$ cat src/rtl/hazard_pkg.sv
// Shared types and constants for pipeline freeze control.
package hazard_pkg;

    typedef enum logic [2:0] {
        RUN      = 3'd0,
        DSTALL   = 3'd1,
        PC_WAIT  = 3'd2,
        BR_FLUSH = 3'd3,
        HALT     = 3'd4
    } stall_state_t;

    localparam logic [31:0] NOP_INSTR     = 32'h0000_0000;
    localparam int          DEF_MAX_STALL = 3;

    // True when a counter of width w can hold both limits without wrapping.
    function automatic bit cnt_fits(input int w, input int a, input int b);
        int m;
        m = (a > b) ? a : b;
        return ((1 << w) > m);
    endfunction

endpackage

$ cat src/rtl/pipe_stall_ctrl_sat_counter.sv
// Saturating up-counter with synchronous clear; clear wins over increment.
module sat_counter #(
    parameter int W = 3
) (
    input  logic         clk,
    input  logic         clr_i,
    input  logic         inc_i,
    output logic [W-1:0] cnt_o
);

    logic [W-1:0] cnt_q;

    always_ff @(posedge clk) begin
        if (clr_i) begin
            cnt_q <= '0;
        end else if (inc_i && (cnt_q != {W{1'b1}})) begin
            cnt_q <= cnt_q + 1'b1;
        end
    end

    assign cnt_o = cnt_q;

endmodule

$ cat src/rtl/pipe_stall_ctrl.sv
// Pipeline freeze policy: per-stage hold/flush/bubble enables with bounded
// data-stall supervision and a terminal halt state.
//
// state    | meaning
// RUN      | normal issue, hazards evaluated each cycle
// DSTALL   | holding PC and IF/ID for a RAW hazard, bounded by MAX_STALL
// PC_WAIT  | return in decode, waiting for the new PC target
// BR_FLUSH | extra IF/ID flush cycles after a taken branch
// HALT     | core frozen until reset
module pipe_stall_ctrl
    import hazard_pkg::*;
#(
    parameter int MAX_STALL    = DEF_MAX_STALL,
    parameter int BR_FLUSH_CYC = 1,
    parameter int CNT_W        = 3
) (
    input  logic       clk,
    input  logic       rst,
    input  logic       data_hazard,
    input  logic       PC_hazard,
    input  logic       PC_update,
    input  logic       branch_taken,
    input  logic       hlt,
    output logic       PC_stall,
    output logic       IFID_stall,
    output logic       IFID_flush,
    output logic       IDEX_bubble,
    output logic       halted,
    output logic       stall_timeout,
    output logic [2:0] state_dbg
);

    if (!cnt_fits(CNT_W, MAX_STALL, BR_FLUSH_CYC)) begin : g_cnt_w_check
        $error("CNT_W too narrow for MAX_STALL/BR_FLUSH_CYC");
    end

    stall_state_t     state_q, state_d;
    logic             timeout_q;
    logic [CNT_W-1:0] cnt_q;
    logic             cnt_clr, cnt_inc, timeout_set;
    logic             ps_c, is_c, fl_c, ib_c;

    sat_counter #(.W(CNT_W)) u_cnt (
        .clk   (clk),
        .clr_i (rst | cnt_clr),
        .inc_i (cnt_inc),
        .cnt_o (cnt_q)
    );

    always_comb begin
        state_d     = state_q;
        cnt_clr     = 1'b0;
        cnt_inc     = 1'b0;
        timeout_set = 1'b0;
        ps_c        = 1'b0;
        is_c        = 1'b0;
        fl_c        = 1'b0;
        ib_c        = 1'b0;

        unique case (state_q)
            RUN: begin
                if (hlt) begin
                    {ps_c, is_c, ib_c} = 3'b111;
                    state_d = HALT;
                    cnt_clr = 1'b1;
                end else if (PC_update) begin
                    // stray target update outside PC_WAIT: nothing to release
                    state_d = RUN;
                end else if (PC_hazard) begin
                    ps_c    = 1'b1;
                    fl_c    = 1'b1;
                    state_d = PC_WAIT;
                end else if (branch_taken) begin
                    fl_c = 1'b1;
                    ib_c = 1'b1;
                    if (BR_FLUSH_CYC > 1) begin
                        state_d = BR_FLUSH;
                        cnt_inc = 1'b1;
                    end
                end else if (data_hazard) begin
                    {ps_c, is_c, ib_c} = 3'b111;
                    state_d = DSTALL;
                    cnt_inc = 1'b1;
                end
            end

            DSTALL: begin
                if (hlt) begin
                    {ps_c, is_c, ib_c} = 3'b111;
                    state_d = HALT;
                    cnt_clr = 1'b1;
                end else if (data_hazard && (cnt_q < CNT_W'(MAX_STALL))) begin
                    {ps_c, is_c, ib_c} = 3'b111;
                    cnt_inc = 1'b1;
                end else begin
                    // forced release when the hazard outlives MAX_STALL
                    timeout_set = data_hazard;
                    state_d     = RUN;
                    cnt_clr     = 1'b1;
                end
            end

            PC_WAIT: begin
                if (hlt) begin
                    {ps_c, is_c, ib_c} = 3'b111;
                    state_d = HALT;
                    cnt_clr = 1'b1;
                end else begin
                    fl_c = 1'b1;
                    ib_c = 1'b1;
                    if (PC_update) begin
                        state_d = RUN;
                        cnt_clr = 1'b1;
                    end else begin
                        ps_c = 1'b1;
                    end
                end
            end

            BR_FLUSH: begin
                if (hlt) begin
                    {ps_c, is_c, ib_c} = 3'b111;
                    state_d = HALT;
                    cnt_clr = 1'b1;
                end else begin
                    fl_c = 1'b1;
                    ib_c = 1'b1;
                    if (cnt_q == CNT_W'(BR_FLUSH_CYC - 1)) begin
                        state_d = RUN;
                        cnt_clr = 1'b1;
                    end else begin
                        cnt_inc = 1'b1;
                    end
                end
            end

            HALT: begin
                {ps_c, is_c, ib_c} = 3'b111;
            end

            default: begin
                state_d = RUN;
                cnt_clr = 1'b1;
            end
        endcase
    end

    always_ff @(posedge clk) begin
        if (rst) begin
            state_q   <= RUN;
            timeout_q <= 1'b0;
        end else begin
            state_q <= state_d;
            if (timeout_set) begin
                timeout_q <= 1'b1;
            end
        end
    end

    // During reset everything reads as RUN with inputs ignored.
    assign PC_stall      = ~rst & ps_c;
    assign IFID_stall    = ~rst & is_c;
    assign IFID_flush    = ~rst & fl_c;
    assign IDEX_bubble   = ~rst & ib_c;
    assign halted        = ~rst & (state_q == HALT);
    assign stall_timeout = ~rst & timeout_q;
    assign state_dbg     = rst ? 3'd0 : state_q;

endmodule

$ cat config.mk
export PLATFORM = sky130hd
export DESIGN_NAME = pipe_stall_ctrl
export DESIGN_NICKNAME = d
export VERILOG_FILES = /design/src/rtl/hazard_pkg.sv /design/src/rtl/pipe_stall_ctrl_sat_counter.sv /design/src/rtl/pipe_stall_ctrl.sv
export SDC_FILE = /design/constraint.sdc
export NUM_CORES = 1
export LEC_CHECK = 0
export ABC_AREA = 1
export CAP_MARGIN = 15
export CORE_MARGIN = 2
export CORE_UTILIZATION = 42
export CTS_BUF_LIST = sky130_fd_sc_hd__clkbuf_16
export DETAILED_ROUTE_END_ITERATION = 16
export GPL_ROUTABILITY_DRIVEN = 0
export PLACE_DENSITY = 0.73
export RECOVER_POWER = 100
export SLEW_MARGIN = 30
export SYNTH_ARGS = -nofsm -noshare
export SYNTH_HDL_FRONTEND = slang
export SYNTH_SLANG_ARGS = --single-unit
$ cat constraint.sdc
create_clock -name clk -period 1.2 [get_ports clk]
set_clock_uncertainty 0.15 [all_clocks]
set_input_delay 0.24 -clock clk [delete_from_list [all_inputs] [get_ports clk]]
set_output_delay 0.24 -clock clk [all_outputs]
set_load 0.005 [all_outputs]
==> results.tsv, run 1 <==
metric	value	unit
clockRootBuffer	clkbuf_16	
error_line	[ERROR DPL-0038] Utilization greater than 100%, impossible to legalize	
placed_cells	167	
synth-seq-area-share	0.226	
boundaryPins	16	
clock_path_buffers	2	
grt_max_degree	8	
cts_sinks	7	
die_height	42.4	µm
synthCells	108	
haltStage	global routing	
num_rows	13	
avgSynthCellArea	5.75	µm²
synth.top_cell.area_share	0.226	
synth_common_cells	nand2_1 (23), inv_1 (18), nor2_1 (17)	
worstEpCategory	top-level output	
synth_most_common_cell	nand2_1	
synth.distinct_cells	19	
yosysWarnings	0	
synth_top_flop_cell	dfxtp_1	
initial_utilization	0.465	
status	did not finish	
htree_levels	1	
cts_hold_buf	0	
syn-cell-area	621	µm²
io_buffers	15	
cts_buffers	3	
repair-timing-grt-worst-ep	IFID_flush	
synthArstFlopShare	0	
yosys-top-cells-area	dfxtp_1 (23%), nand2_1 (14%), inv_1 (11%)	
syn-num-nets	118	
die_w	42.4	µm
dp_slack	-1.04	ns
dpl.hpwl	1.52	mm
synth_seq_cells	7	
yosysTopAreaCell	dfxtp_1	
synth-edff-count	0	
per-stage QoR:
step / hold slack [ns] / instance area [µm²]
4_1_cts: 0.383 / 1290
3_5_place_dp: 0.397 / 1030
3_3_place_gp: 0.381 / 1030
2_1_floorplan: 0.228 / 644
kinds of logic after synthesis:
kind of cell | count (synthesis) | share of synthesized area
flip-flops | 7 | 0.226
AO/OA/AOI/OAI | 19 | 0.167
buffers and inverters | 21 | 0.129
AND/OR/NAND/NOR | 58 | 0.417
adder cells (fa/ha/maj) | 3 | 0.0605
timing repair:
| item | CTS |
|---|---|
| gates resized for setup | 86 |
| setup endpoints to repair | 15 |
| setup buffers | 12 |
| endpoints found under the hold margin | 0 |
| pin swaps | 19 |
==> inputs of run 2 (changes only) <==
--- a/config.mk
+++ b/config.mk
@@ -7,12 +7,11 @@
 export LEC_CHECK = 0
 export ABC_AREA = 1
 export CAP_MARGIN = 15
-export CORE_MARGIN = 2
-export CORE_UTILIZATION = 42
-export CTS_BUF_LIST = sky130_fd_sc_hd__clkbuf_16
+export CORE_AREA = 2 2 63 65
 export DETAILED_ROUTE_END_ITERATION = 16
+export DIE_AREA = 0 0 65 67
 export GPL_ROUTABILITY_DRIVEN = 0
-export PLACE_DENSITY = 0.73
+export PLACE_DENSITY_LB_ADDON = 0.15
 export RECOVER_POWER = 100
 export SLEW_MARGIN = 30
 export SYNTH_ARGS = -nofsm -noshare
==> constraint.sdc (replaced) <==
create_clock -name clk -period 1.56 [get_ports clk]
set_clock_uncertainty 0.15 [all_clocks]
set_input_delay 0.312 -clock clk [delete_from_list [all_inputs] [get_ports clk]]
set_output_delay 0.312 -clock clk [all_outputs]
set_load 0.005 [all_outputs]
==> run 2 against run 1 <==
Synthesized area is the same. Synthesized cell count is the same. The flow now finishes, with violations (setup timing).
==> results.tsv, run 2 <==
metric	value	unit	change
status	finished with violations		
violations	setup timing		
critPathCaptureType	output port		
critPathKind	register to output port		
core_area	0.00361	mm²	
slew_viol_final	0		
initial_utilization	0.172		-0.293
critPathMaxStageDelay	0.36	ns	
yosysWarnings	0		unchanged
clockRootBuffer	clkbuf_8		
drt-initial-drc-count	18		
path_max_fanout	4		
synth_common_cells	nand2_1 (23), inv_1 (18), nor2_1 (17)		
synth-seq-area-share	0.226		unchanged
htree_levels	1		unchanged
wl_per_cell	11.3	µm	
p_leak	0.000706	µW	
hold_violations	0		
clk_pin_slew_worst_paths	0.04	ns	
via_per_inst	4.18		
nFillCells	371		
syn-num-nets	118		unchanged
start_kind	register		
avgSynthCellArea	5.75	µm²	unchanged
syn-cell-area	621	µm²	unchanged
hold_class	register to register		
crit_required	1.10	ns	
clkLatencyLatePin	0.22	ns	
fin_crit	1.86	ns	
clock_path_buffers	2		unchanged
cts_hold_buf	0		unchanged
synthArstFlopShare	0		unchanged
tns	-1.31	ns	
rr_startpoint	state_q[2]$_SDFFE_PP0P_		
path_cells	nor2_4 -> nand2_4 -> buf_6 -> o31ai_4 -> o21ai_2 -> inv_1 -> buf_2		
yosys-top-cells-area	dfxtp_1 (23%), nand2_1 (14%), inv_1 (11%)		
setup_viol	6		
synth-edff-count	0		unchanged
r2r_slack	0	ns	
cts_buffers	3		unchanged
num_rows	22		+9
rr_endpoint	u_cnt.cnt_o[1]$_SDFFE_PP0P_		
first_global_vias	896		
cts_sinks	7		unchanged
die_area	0.00436	mm²	
yosysTopAreaCell	dfxtp_1		
boundaryPins	16		unchanged
synth.distinct_cells	19		unchanged
grtUsageTotal	0.111		
cts_tree	done		
die_w	65	µm	+53%
grt_pass1_wl	3.72	mm	
vdd_drop_max	0.692	mV	
cp-endpoint	IDEX_bubble		
synth_top_flop_cell	dfxtp_1		
ant_nets	0		
finalNetCount	188		
via_count	940		
antenna_cells	0		
drv_cap	0		
final_cell_mix	buf_4 (41), nand2_1 (15), inv_1 (12)		
grt_max_degree	7		
overflow	0		
antenna_found_initial	0		
worst_path_max_delay_cell	dfxtp_4		
wirelength	2.54	mm	
drive_above_1_share	0.655		
setup_slack	-0.302	ns	
io_buffers	15		unchanged
dpl.hpwl	1.68	mm	+11%
reg2reg_depth	9		
die_height	67	µm	+58%
synth_seq_cells	7		unchanged
crit_start	state_q[0]$_SDFFE_PP0P_		
rsz0062_at_grt	yes		
max_freq	537	MHz	
powerDensity	496	mW/mm²	
cp.arrival	1.40	ns	
syn_to_final_growth	133	%	
synth_most_common_cell	nand2_1		
tightest_slew	0.214	ns	
fin_util	0.400		
drc	0		
synthCells	108		unchanged
synth.top_cell.area_share	0.226		unchanged
final_common_cell	buf_4		
maxSlewHeadroom	0.857		
first_pass_iters	4		
period_share	1.19		
[run 2: cell counts after synthesis]
Identical to the previous run, type by type.
[run 2: worst min path at each step]
stage                                   to  slack, ns                    from  cells past startpoint
floorplan           timeout_q$_SDFFE_PP0P_       0.29  timeout_q$_SDFFE_PP0P_                      2
global placement    timeout_q$_SDFFE_PP0P_       0.30  timeout_q$_SDFFE_PP0P_                      2
detailed placement  timeout_q$_SDFFE_PP0P_       0.31  timeout_q$_SDFFE_PP0P_                      2
CTS                 timeout_q$_SDFFE_PP0P_       0.32  timeout_q$_SDFFE_PP0P_                      2
global route        timeout_q$_SDFFE_PP0P_       0.37  timeout_q$_SDFFE_PP0P_                      2
finish              timeout_q$_SDFFE_PP0P_       0.32  timeout_q$_SDFFE_PP0P_                      2
[run 2: area by class of cell]
class                      instances  area (µm²)  share of cell area
multi-input combinational         80         589               0.408
clock buffer                       4        45.0              0.0312
tap                               48        60.1              0.0416
timing repair buffer              66         514               0.356
inverter                          20        82.6              0.0572
sequential                         7         153               0.106
[run 2: report_power, final]
group / total, µW / internal [µW] / leakage [µW] / switching, µW
Combinational: 284 / 151 / 0.000624 / 133
Clock: 246 / 176 / 0.0000228 / 70.0
Sequential: 186 / 182 / 0.0000601 / 4.54
Total: 716 / 509 / 0.000706 / 207
[run 2: per-layer routing]
| metal | GRT usage | vias to the layer above | part of all wire |
|---|---|---|---|
| li1 | - | 484 | - |
| met1 | 0.116 | 436 | 0.42 |
| met2 | 0.229 | 16 | 0.53 |
| met3 | 0.0321 | 4 | 0.033 |
| met4 | 0 | 0 | 0.015 |
| met5 | 0 | - | 0 |
[run 2: cell families after synthesis]
kind of cell / after synthesis / synth area share
buf+inv: 21 / 0.129
fa+ha+maj: 3 / 0.0605
simple gates: 58 / 0.417
flops: 7 / 0.226
compound gates: 19 / 0.167
[run 2: per-stage QoR]
step	cells	total power, µW	area (µm²)	worst slack [ns]	hold WS [ns]
final	225	716	1440	-0.302	0.325
after global routing	225	762	1440	-0.394	0.373
after CTS	218	681	1300	-0.333	0.320
after detailed placement	202	375	1070	-0.862	0.313
after global placement	202	377	1070	-0.816	0.296
after floorplan	108	257	621	0.117	0.286
[run 2: timing repair]
action | CTS | global route
resized for setup | 82 | 37
gates cloned | 0 | 0
pin swaps | 12 | 19
buffers inserted | 12 | 8
setup endpoints to repair | 13 | 12
[run 2: critical path: cells and delay by family, from the launching register on]
kind,cells,cell delay (ns)
simple gates,2,0.23
flops,1,0.36
buf+inv,3,0.28
compound gates,2,0.32
(Power assumes the default switching activity.)
==> inputs of run 3 (changes only) <==
--- a/config.mk
+++ b/config.mk
@@ -10,7 +10,6 @@
 export CORE_AREA = 2 2 63 65
 export DETAILED_ROUTE_END_ITERATION = 16
 export DIE_AREA = 0 0 65 67
-export GPL_ROUTABILITY_DRIVEN = 0
 export PLACE_DENSITY_LB_ADDON = 0.15
 export RECOVER_POWER = 100
 export SLEW_MARGIN = 30
==> results of run 3 <==
Final layout, timing and power as in run 2 (identical DEF).
==> variant, RTL diff (flow settings as in run 2) <==
Make the reset (`rst`) asynchronous in one clocked block.
--- a/src/rtl/pipe_stall_ctrl.sv
+++ b/src/rtl/pipe_stall_ctrl.sv
@@ -147,3 +147,3 @@
 
-    always_ff @(posedge clk) begin
+    always_ff @(posedge clk or posedge rst) begin
         if (rst) begin
Check against the original RTL: no difference found for any inputs over 10 cycles, from zero or initial values and one cycle with rst high; that may be too few to reach the edited logic, so the function may still have changed.
==> variant against run 2 <==
The run still ends with negative setup slack left. First-iteration DRC count increased by 50%. Area after synthesis increased by 5.2%. Routed wire length fell by 7.4%. Worst setup slack worse by 0.025 ns. Utilization is 1.8 points lower. Non-clock buffer count is 5 lower. Register-to-register slack got worse by 0.11 ns. Highest routed layer is now met3. Fmax is 1.3% lower. Sequential cell count unchanged. Global-route usage rose by 0.38 points. Design area fell by 4.6%.
Power is not compared: it rests on default switching activity, and its combinational part moved more than twofold at a synthesized area within 25%.
==> variant: results (changes against run 2) <==
STA
  – Setup TNS: -1.71 ns (-0.401 ns)
  – Final setup vio count: 11 (+5)
  – Fin. max-slew vios: 0 (unchanged)
  – Worst slew margin: 0.776 (-0.0807)
  – Hold slack: 0.193 ns (-0.132 ns)
  – Final Worst Setup Slack: -0.327 ns (-0.0250 ns)

Synthesis
  – Synth cell count leaders: nand2_1, nor2_1, inv_1
  – Syn Area/Cell: 5.99 um2 (+4.3%)
  – Syn Nets: 119 (+0.85%)
  – Sequential share of the synthesized area: 0.245 (+0.0194)
  – Count of cell types in the netlist: 20 (+1)
  – Post-synthesis async set-or-reset flop share: 0.571 (+0.571)
  – Synth area leaders: dfrtp_1, nand2_1, nor2_1
  – Syn. warnings: 0 (unchanged)

GRT
  – GR Util All Layers: 0.115 (+0.00376)
  – Largest net degree at the start of global routing: 9 (+2)
  – Vias in the first global route: 899 (+0.33%)
  – First-pass GRT wire length: 3900 um (+4.8%)
  – Initial antenna violation count: 0 (unchanged)

Route
  – DR vias/cell: 4.11 (-1.6%)
  – 1st-iter DRT viols: 27 (+9)
  – First drt pass iteration count: 4 (unchanged)
  – Final wirelength: 2350 um (-7.4%)

Outcome
  – Status: finished, violations left
  – Failing checks: negative setup slack

Power and ir drop
  – Peak supply drop: 404 uV
  – Pwr dens: between 900 and 1000 mW/mm2
  – LEAKAGE: 0.688 nW

Min path
  – HP Class: in2async

Placed design
  – Final HPWL DP: 1770 um (+5.6%)
  – IO buf count: 15 (unchanged)
  – Placed cell areas: 0.00112 mm2 (+4.8%)
  – Setup WS pre-CTS: -0.937 ns (-0.0749 ns)
  – Cell total after placement: 205 (+1.5%)

Critical path
  – Crit path DAT: 1.42 ns (+0.02 ns)
  – RR Startpoint: state_q[0]
  – Flop-to-flop setup slack: -0.11 ns (-0.11 ns)
  – Reg2reg path depth: 10 (+1)
  – RR Endpoint: u_cnt.cnt_o[1]
  – CP max FO: 3 (-1)

Clock network
  – Root Buffer: clkbuf_8
  – Clk_lat worst skew: 0.22 ns (about the same)
  – CTS Buffer Depth: 2 (unchanged)
  – CTS Buf Count: 3 (unchanged)

Layout
  – Layout cells sized above 1: 0.570 (-0.0856)
  – Number of antenna diodes: 0 (unchanged)
  – Fin cells: 220 (-2.2%)
  – # nets final: 183 (-2.7%)
## variant: area by class of cell
type	instances	area, um2
inverters	18	75.1
multi-input cells	82	559
flip-flops and latches	7	160
repair buffers	61	478
clock buffers	4	45.0
fillers	387	2230
well taps	48	60.1
## variant: where the power goes
group          internal [mW]  switching, mW  total (mW)
clock                  0.177         0.0794       0.256
combinational          0.462          0.426       0.887
sequential             0.203         0.0226       0.225
## variant: critical path, cell delays in order, from the launching register on
cell	delay [ns]
dfrtp_1	0.41
buf_6	0.14
inv_4	0.05
nand3_4	0.06
o21bai_1	0.16
nand2_2	0.10
nor2_1	0.05
a21oi_1	0.11
buf_2	0.12
## variant: layer usage
layer | global-route usage | wire length [um] | up-vias
li1 | - | - | 476
met2 | 0.213 | 1280 | 17
met5 | 0 | 0 | -
met1 | 0.134 | 975 | 411
met4 | 0.0160 | 0 | 0
met3 | 0.0321 | 92 | 0
## variant: how the worst max path moves through the flow
| stage | from | to | slack, ns | cells past startpoint |
|---|---|---|---|---|
| 2_1_floorplan | state_q[0] | IFID_flush | 0.05 | 5 |
| 3_3_place_gp | branch_taken | IFID_stall | -0.97 | 9 |
| 4_1_cts | state_q[1] | PC_stall | -0.36 | 8 |
| 3_5_place_dp | branch_taken | IFID_stall | -0.94 | 9 |
| 6_report | state_q[1] | PC_stall | -0.33 | 8 |
| 5_1_grt | state_q[1] | PC_stall | -0.42 | 8 |
## variant: kinds of logic (layout without fill, tap and decap cells)
kind of cell,Yosys count,count (layout),synth area share
fa+ha+maj,3,3,0.0575
simple gates,61,61,0.439
buf+inv,20,83,0.117
flops,7,7,0.245
compound gates,18,18,0.142
## variant: timing repair
action	4_1_cts	5_1_grt
pin swaps	16	13
endpoints found under the setup margin	13	14
setup buffers	10	3
endpoints found under the hold margin	0	0
resized for setup	75	20
cloned	0	0
